[src/rtl/sd_arb_pkg.sv]
// Shared types and helpers for the two-slot SD block-request arbiter.
// Holds the controller state encoding, the operation encoding and the grant helpers.
package sd_arb_pkg;

    typedef enum logic [1:0] {
        IDLE  = 2'd0,
        ISSUE = 2'd1,
        XFER  = 2'd2,
        DONE  = 2'd3
    } state_e;

    typedef enum logic {
        OP_RD = 1'b0,
        OP_WR = 1'b1
    } op_e;

    localparam int unsigned TMO_W = 24;

    // On a tie the slot that was not granted last wins.
    function automatic logic pick_slot(input logic [1:0] req, input logic last);
        if (req == 2'b11) begin
            return ~last;
        end
        return req[1];
    endfunction

    function automatic logic [1:0] slot_onehot(input logic slot);
        return slot ? 2'b10 : 2'b01;
    endfunction

endpackage

[src/rtl/sd_arb_timeout.sv]
// Request-to-first-ack watchdog: counts while enabled, saturates at TIMEOUT_CYCLES-1.
// expired is decoded from the count register, so it never glitches.
module sd_arb_timeout
    import sd_arb_pkg::*;
#(
    parameter logic [TMO_W-1:0] TIMEOUT_CYCLES = 24'd8_400_000
) (
    input  logic clk_sys,
    input  logic reset_n,
    input  logic clear,
    input  logic enable,
    output logic expired
);

    logic [TMO_W-1:0] cnt_q;
    logic [TMO_W-1:0] cnt_d;

    assign expired = (cnt_q == (TIMEOUT_CYCLES - TMO_W'(1)));

    always_comb begin
        cnt_d = cnt_q;
        if (clear) begin
            cnt_d = '0;
        end else if (enable && !expired) begin
            cnt_d = cnt_q + TMO_W'(1);
        end
    end

    always_ff @(posedge clk_sys or negedge reset_n) begin
        if (!reset_n) begin
            cnt_q <= '0;
        end else begin
            cnt_q <= cnt_d;
        end
    end

endmodule

[src/rtl/sd_slot_arbiter.sv]
// Shares one SD block-transfer host port between two image slots, round-robin.
// A grant latches slot, op and LBA; ack/strobe are routed back only to the granted slot.
module sd_slot_arbiter
    import sd_arb_pkg::*;
#(
    parameter logic [TMO_W-1:0] TIMEOUT_CYCLES = 24'd8_400_000,
    parameter int unsigned      SLOTS          = 2
) (
    input  logic        clk_sys,
    input  logic        reset_n,

    input  logic [31:0] slot0_lba,
    input  logic        slot0_rd,
    input  logic        slot0_wr,
    input  logic [7:0]  slot0_buff_din,
    output logic        slot0_ack,
    output logic        slot0_buff_wr,
    output logic        slot0_done,
    output logic        slot0_err,

    input  logic [31:0] slot1_lba,
    input  logic        slot1_rd,
    input  logic        slot1_wr,
    input  logic [7:0]  slot1_buff_din,
    output logic        slot1_ack,
    output logic        slot1_buff_wr,
    output logic        slot1_done,
    output logic        slot1_err,

    output logic [31:0] sd_lba,
    output logic [1:0]  sd_rd,
    output logic [1:0]  sd_wr,
    input  logic        sd_ack,
    input  logic        sd_buff_wr,
    output logic [7:0]  sd_buff_din,

    output logic        busy
);

    state_e           state_q, state_d;
    logic             grant_q, grant_d;
    op_e              op_q, op_d;
    logic [31:0]      lba_q, lba_d;
    logic             last_q, last_d;
    logic [1:0]       sd_rd_q, sd_rd_d;
    logic [1:0]       sd_wr_q, sd_wr_d;
    logic [1:0]       done_q, done_d;
    logic [1:0]       err_q, err_d;

    logic [SLOTS-1:0] req;
    logic [SLOTS-1:0] rd_bits;
    logic             win;
    logic             tmo_clear;
    logic             tmo_enable;
    logic             tmo_expired;

    assign req     = {slot1_rd | slot1_wr, slot0_rd | slot0_wr};
    assign rd_bits = {slot1_rd, slot0_rd};
    assign win     = pick_slot(req, last_q);

    assign tmo_enable = (state_q == ISSUE);

    sd_arb_timeout #(
        .TIMEOUT_CYCLES(TIMEOUT_CYCLES)
    ) u_timeout (
        .clk_sys(clk_sys),
        .reset_n(reset_n),
        .clear  (tmo_clear),
        .enable (tmo_enable),
        .expired(tmo_expired)
    );

    // NOTE: every variable gets a default at the top of always_comb so no path can infer a latch.
    always_comb begin
        state_d   = state_q;
        grant_d   = grant_q;
        op_d      = op_q;
        lba_d     = lba_q;
        last_d    = last_q;
        done_d    = '0;
        err_d     = '0;
        tmo_clear = 1'b0;

        unique case (state_q)
            IDLE: begin
                if (|req) begin
                    grant_d   = win;
                    lba_d     = win ? slot1_lba : slot0_lba;
                    // Read wins when both are raised; the write stays pending.
                    op_d      = rd_bits[win] ? OP_RD : OP_WR;
                    tmo_clear = 1'b1;
                    state_d   = ISSUE;
                end
            end
            ISSUE: begin
                if (sd_ack) begin
                    state_d = XFER;
                end else if (tmo_expired) begin
                    err_d   = slot_onehot(grant_q);
                    last_d  = grant_q;
                    state_d = IDLE;
                end
            end
            XFER: begin
                if (!sd_ack) begin
                    done_d  = slot_onehot(grant_q);
                    state_d = DONE;
                end
            end
            DONE: begin
                last_d  = grant_q;
                state_d = IDLE;
            end
            default: state_d = IDLE;
        endcase

        // Host request lines are a registered decode of the next state.
        sd_rd_d = (state_d == ISSUE && op_d == OP_RD) ? slot_onehot(grant_d) : 2'b00;
        sd_wr_d = (state_d == ISSUE && op_d == OP_WR) ? slot_onehot(grant_d) : 2'b00;
    end

    // NOTE: sequential state uses non-blocking assignments so all flops update together on the edge.
    always_ff @(posedge clk_sys or negedge reset_n) begin
        if (!reset_n) begin
            state_q <= IDLE;
            grant_q <= 1'b0;
            op_q    <= OP_RD;
            lba_q   <= '0;
            last_q  <= 1'b1;
            sd_rd_q <= '0;
            sd_wr_q <= '0;
            done_q  <= '0;
            err_q   <= '0;
        end else begin
            state_q <= state_d;
            grant_q <= grant_d;
            op_q    <= op_d;
            lba_q   <= lba_d;
            last_q  <= last_d;
            sd_rd_q <= sd_rd_d;
            sd_wr_q <= sd_wr_d;
            done_q  <= done_d;
            err_q   <= err_d;
        end
    end

    logic xfer0;
    logic xfer1;

    assign xfer0 = (state_q == XFER) && !grant_q;
    assign xfer1 = (state_q == XFER) &&  grant_q;

    assign slot0_ack     = xfer0 & sd_ack;
    assign slot0_buff_wr = xfer0 & sd_buff_wr;
    assign slot1_ack     = xfer1 & sd_ack;
    assign slot1_buff_wr = xfer1 & sd_buff_wr;

    assign slot0_done = done_q[0];
    assign slot1_done = done_q[1];
    assign slot0_err  = err_q[0];
    assign slot1_err  = err_q[1];

    assign sd_lba      = lba_q;
    assign sd_rd       = sd_rd_q;
    assign sd_wr       = sd_wr_q;
    assign sd_buff_din = grant_q ? slot1_buff_din : slot0_buff_din;
    assign busy        = (state_q != IDLE);

    // At most one host request bit may ever be high.
    a_req_onehot : assert property (@(posedge clk_sys) disable iff (!reset_n)
        $onehot0(sd_rd_q | sd_wr_q) && ((sd_rd_q & sd_wr_q) == 2'b00));

endmodule

[config.mk]
export PLATFORM = sky130hd
export DESIGN_NAME = sd_slot_arbiter
export DESIGN_NICKNAME = d
export VERILOG_FILES = /design/src/rtl/sd_arb_pkg.sv /design/src/rtl/sd_arb_timeout.sv /design/src/rtl/sd_slot_arbiter.sv
export SDC_FILE = /design/constraint.sdc
export NUM_CORES = 1
export LEC_CHECK = 0
export ABC_CLOCK_PERIOD_IN_PS = 1800
export CAP_MARGIN = 20
export CELL_PAD_IN_SITES_DETAIL_PLACEMENT = 0
export CELL_PAD_IN_SITES_GLOBAL_PLACEMENT = 2
export CORE_MARGIN = 10
export CORE_UTILIZATION = 23
export DETAILED_ROUTE_END_ITERATION = 10
export PLACE_DENSITY_LB_ADDON = 0.1
export SYNTH_ARGS = -nofsm -noshare
export SYNTH_HDL_FRONTEND = slang
export SYNTH_SLANG_ARGS = --single-unit
[constraint.sdc]
create_clock -name clk_sys -period 1.8 [get_ports clk_sys]
set_input_delay 0.36 -clock clk_sys [delete_from_list [all_inputs] [get_ports clk_sys]]
set_output_delay 0.36 -clock clk_sys [all_outputs]
set_load 0.03 [all_outputs]
After elaboration in Yosys (flattened, before gate mapping)
Cells that the tools add are included.
{"block": "totals", "word_cells": 75, "out_inout_bits": 53, "inputBits": 88, "register_bits": 69}
{"block": "classes", "n_reduce_logical": 14, "order_cmp": 1, "mux": 33, "n_bitwise": 8, "n_addsub": 1, "n_eq_ne": 8}
{"cell": "$mux W24", "n": 2}
{"cell": "$mux W32", "n": 1}
{"cell": "$mux W2", "n": 13}
{"cell": "$add A24 B1 Y24 const B", "n": 1}
{"cell": "$eq A24 B24 Y1 const B", "n": 1}
{"cell": "$mux W1", "n": 14}
{"cell": "$mux W8", "n": 1}
{"cell": "$pmux W2 S4", "n": 1}
{"cell": "$eq A2 B2 Y1 const B", "n": 3}
{"cell": "$reduce_bool A2 Y1", "n": 3}
{"cell": "$logic_and A1 B1 Y1", "n": 5}
{"cell": "$and A1 B1 Y1", "n": 4}
{"cell": "$eq A2 B1 Y1 const B", "n": 2}
{"cell": "$ne A2 B2 Y1 const B", "n": 2}
{"cell": "$reduce_and A3 Y1", "n": 1}
{"cell": "$logic_not A1 Y1", "n": 2}
{"cell": "$logic_not A2 Y1", "n": 1}
{"cell": "$lt A1 B2 Y1 const B", "n": 1}
{"cell": "$not A1 Y1", "n": 2}
{"cell": "$or A1 B1 Y1", "n": 2}
{"cell": "$pmux W1 S2", "n": 1}
{"cell": "$reduce_and A2 Y1", "n": 1}
{"cell": "$reduce_or A2 Y1", "n": 1}

Logic depth before layout (Yosys ltp)
Gate-level depths: netlist of run 1.
{"block": "depth", "ltp_word": 12, "ltp_mapped": 8, "depth_no_buf": 6}

By module
Synthesis of run 1 repeated with hierarchy kept, for this count alone.
{"block": "hier_totals", "hier_cells": 348, "hier_area_um2": 3480.8}
{"module": "sd_slot_arbiter", "instances": 1, "area_each_um2": 2140.8, "seq_area_each_um2": 1127.3, "cells_per_inst": 204}
{"module": "sd_arb_timeout", "instances": 1, "area_each_um2": 1340.0, "seq_area_each_um2": 600.6, "cells_per_inst": 144}

Least setup slack after synthesis of run 1
OpenSTA, ideal clock, no wires.
{"block": "synth_path", "kind": "register to register", "startpoint": "reg u_timeout.cnt_q[0]", "endpoint": "reg last_q", "arrival_ns": 1.632, "required_time_ns": 1.718, "path_stages_with_launch": 7, "path_slack_ns": 0.085, "synth_period_minus_slack_ns": 1.715, "setup_ns": 0.082, "n_path_buf": 0, "cell_sequence": "dfrtp_1 ha_1 nand3_4 or4_4 nor2_4 o21ai_2 mux2_4"}
{"block": "synth_between", "elab_chain_cells": 3}
{"element": "from (decl)", "line_no": "sd_arb_timeout.sv:15", "text": "logic [TMO_W-1:0] cnt_q;"}
{"element": "from (signal assigned)", "line_no": "sd_arb_timeout.sv:33", "text": "cnt_q <= cnt_d;"}
{"element": "$eq A24 B24 Y1", "line_no": "sd_arb_timeout.sv:18", "text": "assign expired = (cnt_q == (TIMEOUT_CYCLES - TMO_W'(1)));"}
{"element": "$ne A2 B2 Y1 (no source line)"}
{"element": "$reduce_and A3 Y1 (no source line)"}
{"element": "to (signal assigned)", "line_no": "sd_slot_arbiter.sv:139", "text": "last_q <= last_d;"}
{"element": "to (decl)", "line_no": "sd_slot_arbiter.sv:44", "text": "logic last_q, last_d;"}
No other way between the ends.
A chain may end at the register's enable or synchronous reset.

Final worst setup path of run 1
{"block": "layout_path", "startpoint": "reg lba_q[12] (netlist: sd_lba[12])", "endpoint": "out sd_lba[12]"}
{"element": "from (decl)", "line_no": "sd_slot_arbiter.sv:43", "text": "logic [31:0] lba_q, lba_d;"}
{"element": "from (signal assigned)", "line_no": "sd_slot_arbiter.sv:138", "text": "lba_q <= lba_d;"}
{"element": "to (decl)", "line_no": "sd_slot_arbiter.sv:30", "text": "output logic [31:0] sd_lba,"}
No word-level cell between the ends.

==> results of run 1 <==
## worst register-to-register path: cells and delay by family, from the launching register on
kind,cells,cell delay (ns)
AND/OR/NAND/NOR,3,0.57
AO/OA/AOI/OAI,2,0.49
adder cells (fa/ha/maj),1,0.17
flip-flops,1,0.39
## registers in the layout, indices dropped and copies added, names as in the netlist
signal,count
done_q,2
err_q,2
grant_q,1
last_q,1
op_q,1
sd_lba,32
sd_rd,2
sd_wr,2
state_q,2
u_timeout.cnt_q,24
## cell families after synthesis
kind of cell,count (synthesis)
simple gates,130
flops,69
compound gates,59
mux,44
buf+inv,19
xor+xnor,12
fa+ha+maj,1
## routing by layer
layer	track usage (%)	vias to the layer above	share of wire [%]
li1	-	1546	-
met1	13.0	1396	43
met2	18.1	78	48
met3	3.91	14	7.7
met4	4.89	0	1.8
met5	0	-	0
## how the worst max path moves through the flow
stage	endpoint	slack, ns	depth (start not counted)
floorplan	last_q$_DFFE_PN1P_	0.09	6
global placement	sd_rd[1]$_DFF_PN0_	-0.28	7
detailed placement	sd_lba[10]$_DFFE_PN0P_	-0.21	7
CTS	sd_buff_din[5]	-0.004	2
global route	sd_wr[0]$_DFF_PN0_	-0.03	6
finish	sd_lba[12]	0.05	1
## area by class of cell
cell class | count | area, um^2
Clock buffer | 13 | 240
Clock inverter | 3 | 15.0
Fill cell | 1442 | 8880
Inverter | 2 | 7.51
Multi-Input combinational cell | 246 | 1760
Sequential cell | 69 | 1730
Tap cell | 184 | 230
Timing Repair Buffer | 187 | 1780
## power by group
| group | total, mW | leakage, nW | switching [mW] | internal (mW) |
|---|---|---|---|---|
| combinational | 4.27 | 1.52 | 2.34 | 1.93 |
| sequential | 2.38 | 0.891 | 0.323 | 2.06 |
| clock | 1.57 | 0.127 | 0.643 | 0.926 |
## synthesized netlist by cell type (2+ instances only)
library cell	number	share of area, %
dfrtp_1	68	49
nand2_1	52	5.6
mux2i_1	35	10
o21ai_0	34	4.9
nor2_1	21	2.3
nand3_1	11	1.6
xor2_1	11	2.8
buf_2	8	1.2
mux2_2	8	2.6
and3_1	6	1.1
o21ai_1	6	0.87
a21oi_1	4	0.58
clkbuf_1	4	0.43
nand4_1	4	0.72
nor4_1	4	0.72
o211ai_1	4	0.87
and4_1	3	0.76
nor3_1	3	0.43
nor3b_1	3	0.65
o21a_1	3	0.65
o21ai_2	3	0.76
or3_1	3	0.54
and3b_1	2	0.51
buf_4	2	0.43
buf_6	2	0.65
inv_1	2	0.22
nand3_4	2	1.0
nand4_2	2	0.72
## timing repair
item | in CTS | in global routing
setup endpoints to repair | 25 | 28
hold endpoints to repair | 0 | 0
buffers inserted | 0 | 1
resized for setup | 4 | 19
pin swaps | 0 | 2
==> impl_metrics.env, run 1 <==
export IMPL_synth_xor_area_share_pct=3.03
export IMPL_vdd_drop_max_uv=510
export IMPL_grt_max_degree=70
export IMPL_path_buf_inv=1
export IMPL_final_hold_violation_count=0
export IMPL_leakagePower_nw=2.54
export IMPL_clock_fmax_mhz=571
export IMPL_clockBufferDepth=2
export IMPL_drv_cap=0
export IMPL_regToRegStartpoint="u_timeout.cnt_q[0]$_DFFE_PN0P_"
export IMPL_start_util_pct=23.7
export IMPL_rsz0062_at_grt="true"
export IMPL_powerDensity_mw_per_mm2=1430
export IMPL_crit_required_ns=1.44
export IMPL_fin_tns_setup_ns=0
export IMPL_power_total_mw=8.22
export IMPL_r2r_slack_ns=0.05
export IMPL_core_area_mm2=0.0146
export IMPL_syn_to_final_growth_pct=66.1
export IMPL_path_cells="clkdlybuf4s50_1"
export IMPL_first_iter_violations=64
export IMPL_max_slew_margin_pct=73.1
export IMPL_grt_util_all_layers_pct=11.1
export IMPL_max_stage_delay_ns=0.71
export IMPL_grt_pass1_vias=3173
export IMPL_synth_edf_count=0
export IMPL_antennaDiodeCount=0
export IMPL_syn_nets=423
export IMPL_worstMarginPinSlew_ns=0.404
export IMPL_fin_nets=604
export IMPL_crit_family="buffers and inverters"
export IMPL_setup_violations=0
export IMPL_syn_area_mm2=0.00347
export IMPL_avgSynthCellArea_um2=10.4
export IMPL_cp_startpoint="sd_lba[12]$_DFFE_PN0P_"
export IMPL_placed_cells=687
export IMPL_wire_per_inst_um=16.1
export IMPL_yosysWarnings=0
export IMPL_r2r_end="sd_wr[0]$_DFF_PN0_"
export IMPL_cp_slowest_cell="clkdlybuf4s50_1"
export IMPL_antenna_found_initial=0
export IMPL_finalMaxSlewViolations=0
export IMPL_critPathKind="flip-flop to output port"
export IMPL_layout_commonest_cell="clkdlybuf4s50_1"
export IMPL_start_kind="flip-flop"
export IMPL_dr_pass1_iters=4
export IMPL_rows=44
export IMPL_die_area_mm2=0.0204
export IMPL_numCtsBuffers=9
export IMPL_ios=141
export IMPL_cts_hold_fix_buffers=0
export IMPL_cts_sinks=69
export IMPL_pre_cts_ws_ns=-0.211
export IMPL_fin_crit_ns=1.75
export IMPL_drc=0
export IMPL_place_area_mm2=0.00538
export IMPL_path_clk_slew_ns=0.06
export IMPL_hold_path_class="primary input to asynchronous set/reset pin"
export IMPL_worst_setup_path_end_kind="output port"
export IMPL_synth_top_family_by_area="simple AND/OR/NAND/NOR gates"
export IMPL_routed_wl_mm=11.3
export IMPL_drive_gt1_share_pct=21.3
export IMPL_ys_seq_elements=69
export IMPL_fin_cells=704
export IMPL_portBuffers=140
export IMPL_die_h_um=143
export IMPL_seq_area_frac_synth_pct=49.8
export IMPL_worstSkewPairLatency_ns=0.34
export IMPL_holdWs_ns=0.0536
export IMPL_timing_final_ws_setup_ns=0.0491
export IMPL_postRouteAntennaNets=0
export IMPL_synth_cell_types=52
export IMPL_grt_overflow_total=0
export IMPL_vias_per_cell=4.31
export IMPL_netlist_instances=334
export IMPL_muxShareOfSynthArea_pct=13.1
export IMPL_path_max_fanout=2
export IMPL_grt_pass1_wl_mm=17.7
export IMPL_synth_async_reset_ratio_pct=100
export IMPL_synth_adder_area_share_pct=0.361
export IMPL_arrival_ns=1.39
export IMPL_ctsHtreeMaxLevel=3
export IMPL_place_gp_congestion=0.707
export IMPL_finalCritPeriodShare_pct=97.3
export IMPL_synth_compound_area_share_pct=9.89
export IMPL_reg2reg_depth=6
export IMPL_cts_tree="yes"
export IMPL_status="completed"
export IMPL_mostFrequentLayoutCells="clkdlybuf4s50_1, dfrtp_1, buf_4"
export IMPL_die_x_um=143
export IMPL_synth_simple_area_share_pct=20.7
export IMPL_dr_total_vias=3034
export IMPL_root_buffer="clkbuf_16"
export IMPL_final_util_pct=39.3
export IMPL_skew_ns=0.00751
export IMPL_ys_flop_type="dfrtp_1"
export IMPL_stdcell_area_mm2=0.00576
export IMPL_hpwlAfterDp_mm=8.60
No activity file was read; power rests on OpenSTA's default activity.
==> run 2, diff against run 1 <==
- CORE_UTILIZATION: 23 -> 34
- DONT_BUFFER_PORTS: default -> 1
==> run 2 against run 1 <==
The flow now finishes with violations (hold timing). Global-route usage is 0.99 points higher. Sequential share of layout area is 12 points higher. Power is 18% lower. Sequential power is 38% higher. Register-to-register slack worse by 0.04 ns.
==> impl_metrics.env, run 2 (same netlist as run 1, synthesis figures left out) <==
export IMPL_path_clk_slew_ns=0.09
export IMPL_comb_power_share_pct=30.1
export IMPL_leakagePower_nw=1.83
export IMPL_powerDensity_mw_per_mm2=1640
export IMPL_ios=141
export IMPL_crit_family="simple AND/OR/NAND/NOR gates"
export IMPL_dr_total_vias=2521
export IMPL_hpwlAfterDp_mm=6.85
export IMPL_drv_cap=0
export IMPL_portBuffers=0
export IMPL_ctsHtreeMaxLevel=3
export IMPL_crit_required_ns=2.03
export IMPL_cp_slowest_cell="or3_4"
export IMPL_fin_nets=444
export IMPL_antenna_found_initial=0
export IMPL_violations="hold timing"
export IMPL_drc=0
export IMPL_drive_gt1_share_pct=23.6
export IMPL_rsz0062_at_grt="true"
export IMPL_antennaDiodeCount=0
export IMPL_syn_to_final_growth_pct=18.7
export IMPL_clock_fmax_mhz=559
export IMPL_finalMaxSlewViolations=0
export IMPL_grt_util_all_layers_pct=12.1
export IMPL_regToRegStartpoint="u_timeout.cnt_q[1]$_DFFE_PN0P_"
export IMPL_r2r_end="sd_wr[0]$_DFF_PN0_"
export IMPL_die_area_mm2=0.0146
export IMPL_largest_reg_flops=32
export IMPL_timing_final_ws_setup_ns=0.0125
export IMPL_start_kind="flip-flop"
export IMPL_mostFrequentLayoutCells="dfrtp_1, nand2_1, mux2i_1"
export IMPL_cts_sinks=69
export IMPL_vdd_drop_max_uv=638
export IMPL_worstSkewPairLatency_ns=0.35
export IMPL_path_max_fanout=5
export IMPL_r2r_slack_ns=0.01
export IMPL_arrival_ns=2.02
export IMPL_holdWs_ns=-0.303
export IMPL_routed_wl_mm=9.22
export IMPL_skew_ns=0.0116
export IMPL_intPower_mw=3.71
export IMPL_grt_pass1_vias=2727
export IMPL_final_util_pct=41.7
export IMPL_fin_crit_ns=1.79
export IMPL_cts_tree="yes"
export IMPL_hold_path_class="primary input to asynchronous set/reset pin"
export IMPL_die_h_um=121
export IMPL_first_iter_violations=196
export IMPL_status="complete, but fails checks"
export IMPL_sw_frac_of_total_pct=45.2
export IMPL_reg2reg_depth=6
export IMPL_wire_per_inst_um=18.7
export IMPL_final_hold_violation_count=69
export IMPL_start_util_pct=35.1
export IMPL_die_x_um=121
export IMPL_postRouteAntennaNets=0
export IMPL_grt_max_degree=70
export IMPL_finalCritPeriodShare_pct=99.3
export IMPL_path_buf_inv=0
export IMPL_critPathKind="flip-flop to flip-flop"
export IMPL_worst_setup_path_end_kind="flip-flop"
export IMPL_max_slew_margin_pct=70.3
export IMPL_root_buffer="clkbuf_8"
export IMPL_rows=36
export IMPL_core_area_mm2=0.00986
export IMPL_max_stage_delay_ns=0.45
export IMPL_numCtsBuffers=9
export IMPL_pre_cts_ws_ns=-0.0237
export IMPL_vias_per_cell=5.11
export IMPL_worstMarginPinSlew_ns=0.442
export IMPL_clockBufferDepth=2
export IMPL_power_total_mw=6.76
export IMPL_path_cells="ha_4 -> nand3_4 -> or3_4 -> o21a_4 -> o211ai_1 -> nor2_1"
export IMPL_grt_pass1_wl_mm=14.5
export IMPL_place_gp_congestion=0.740
export IMPL_setup_violations=0
export IMPL_clockPowerShare_pct=21.3
export IMPL_dr_pass1_iters=4
export IMPL_seq_power_share_pct=48.6
export IMPL_layout_commonest_cell="dfrtp_1"
export IMPL_switching_power_mw=3.06
export IMPL_grt_overflow_total=0
==> run 2: power by group through the flow <==
stage / registers (mW) / clock network [mW] / logic (mW)
2_1_floorplan: 3.11 / 0 / 1.62
3_3_place_gp: 3.32 / 0 / 1.97
3_5_place_dp: 3.33 / 0 / 2.01
4_1_cts: 3.31 / 1.48 / 2.02
5_1_grt: 3.37 / 1.56 / 2.34
6_report: 3.29 / 1.44 / 2.04
==> run 2: how the worst max path moves through the flow <==
stage / startpoint / end / slack, ns / cells after the start
2_1_floorplan: u_timeout.cnt_q[0]$_DFFE_PN0P_ / last_q$_DFFE_PN1P_ / 0.09 / 6
3_3_place_gp: u_timeout.cnt_q[18]$_DFFE_PN0P_ / u_timeout.cnt_q[7]$_DFFE_PN0P_ / -0.02 / 6
3_5_place_dp: u_timeout.cnt_q[18]$_DFFE_PN0P_ / u_timeout.cnt_q[7]$_DFFE_PN0P_ / -0.02 / 6
4_1_cts: u_timeout.cnt_q[18]$_DFFE_PN0P_ / last_q$_DFFE_PN1P_ / 0.01 / 6
5_1_grt: u_timeout.cnt_q[1]$_DFFE_PN0P_ / sd_wr[0]$_DFF_PN0_ / -0.07 / 6
6_report: u_timeout.cnt_q[1]$_DFFE_PN0P_ / sd_wr[0]$_DFF_PN0_ / 0.01 / 6
==> run 2: final cells by class <==
type,instances,area (um^2)
multi-input cells,246,1750
flip-flops and latches,69,1730
well taps,133,166
clock inverters,7,98.8
fillers,974,5750
repair buffers,27,235
inverters,2,7.51
clock buffers,9,124
==> run 2: repair_timing <==
item                                    in CTS  in global routing
endpoints found under the hold margin       69                 69
buffers inserted                             1                  1
pin swaps                                    2                 14
endpoints found under the setup margin      20                 28
resized for setup                            9                 18
==> run 2: metrics by stage <==
step           TNS, ns  instances  area [um^2]
6_report             0        493         4120
5_1_grt         -0.595        493         4120
4_1_cts              0        492         4010
3_5_place_dp   -0.0740        475         3760
3_3_place_gp   -0.0199        475         3760
2_1_floorplan        0        334         3470
==> run 2: metal layers <==
metal	up-vias	GRT usage [%]	part of all wire, %
li1	1229	-	-
met5	-	0	0
met1	1201	14.2	41
met3	4	5.63	9.2
met4	0	3.32	0.64
met2	87	19.6	49
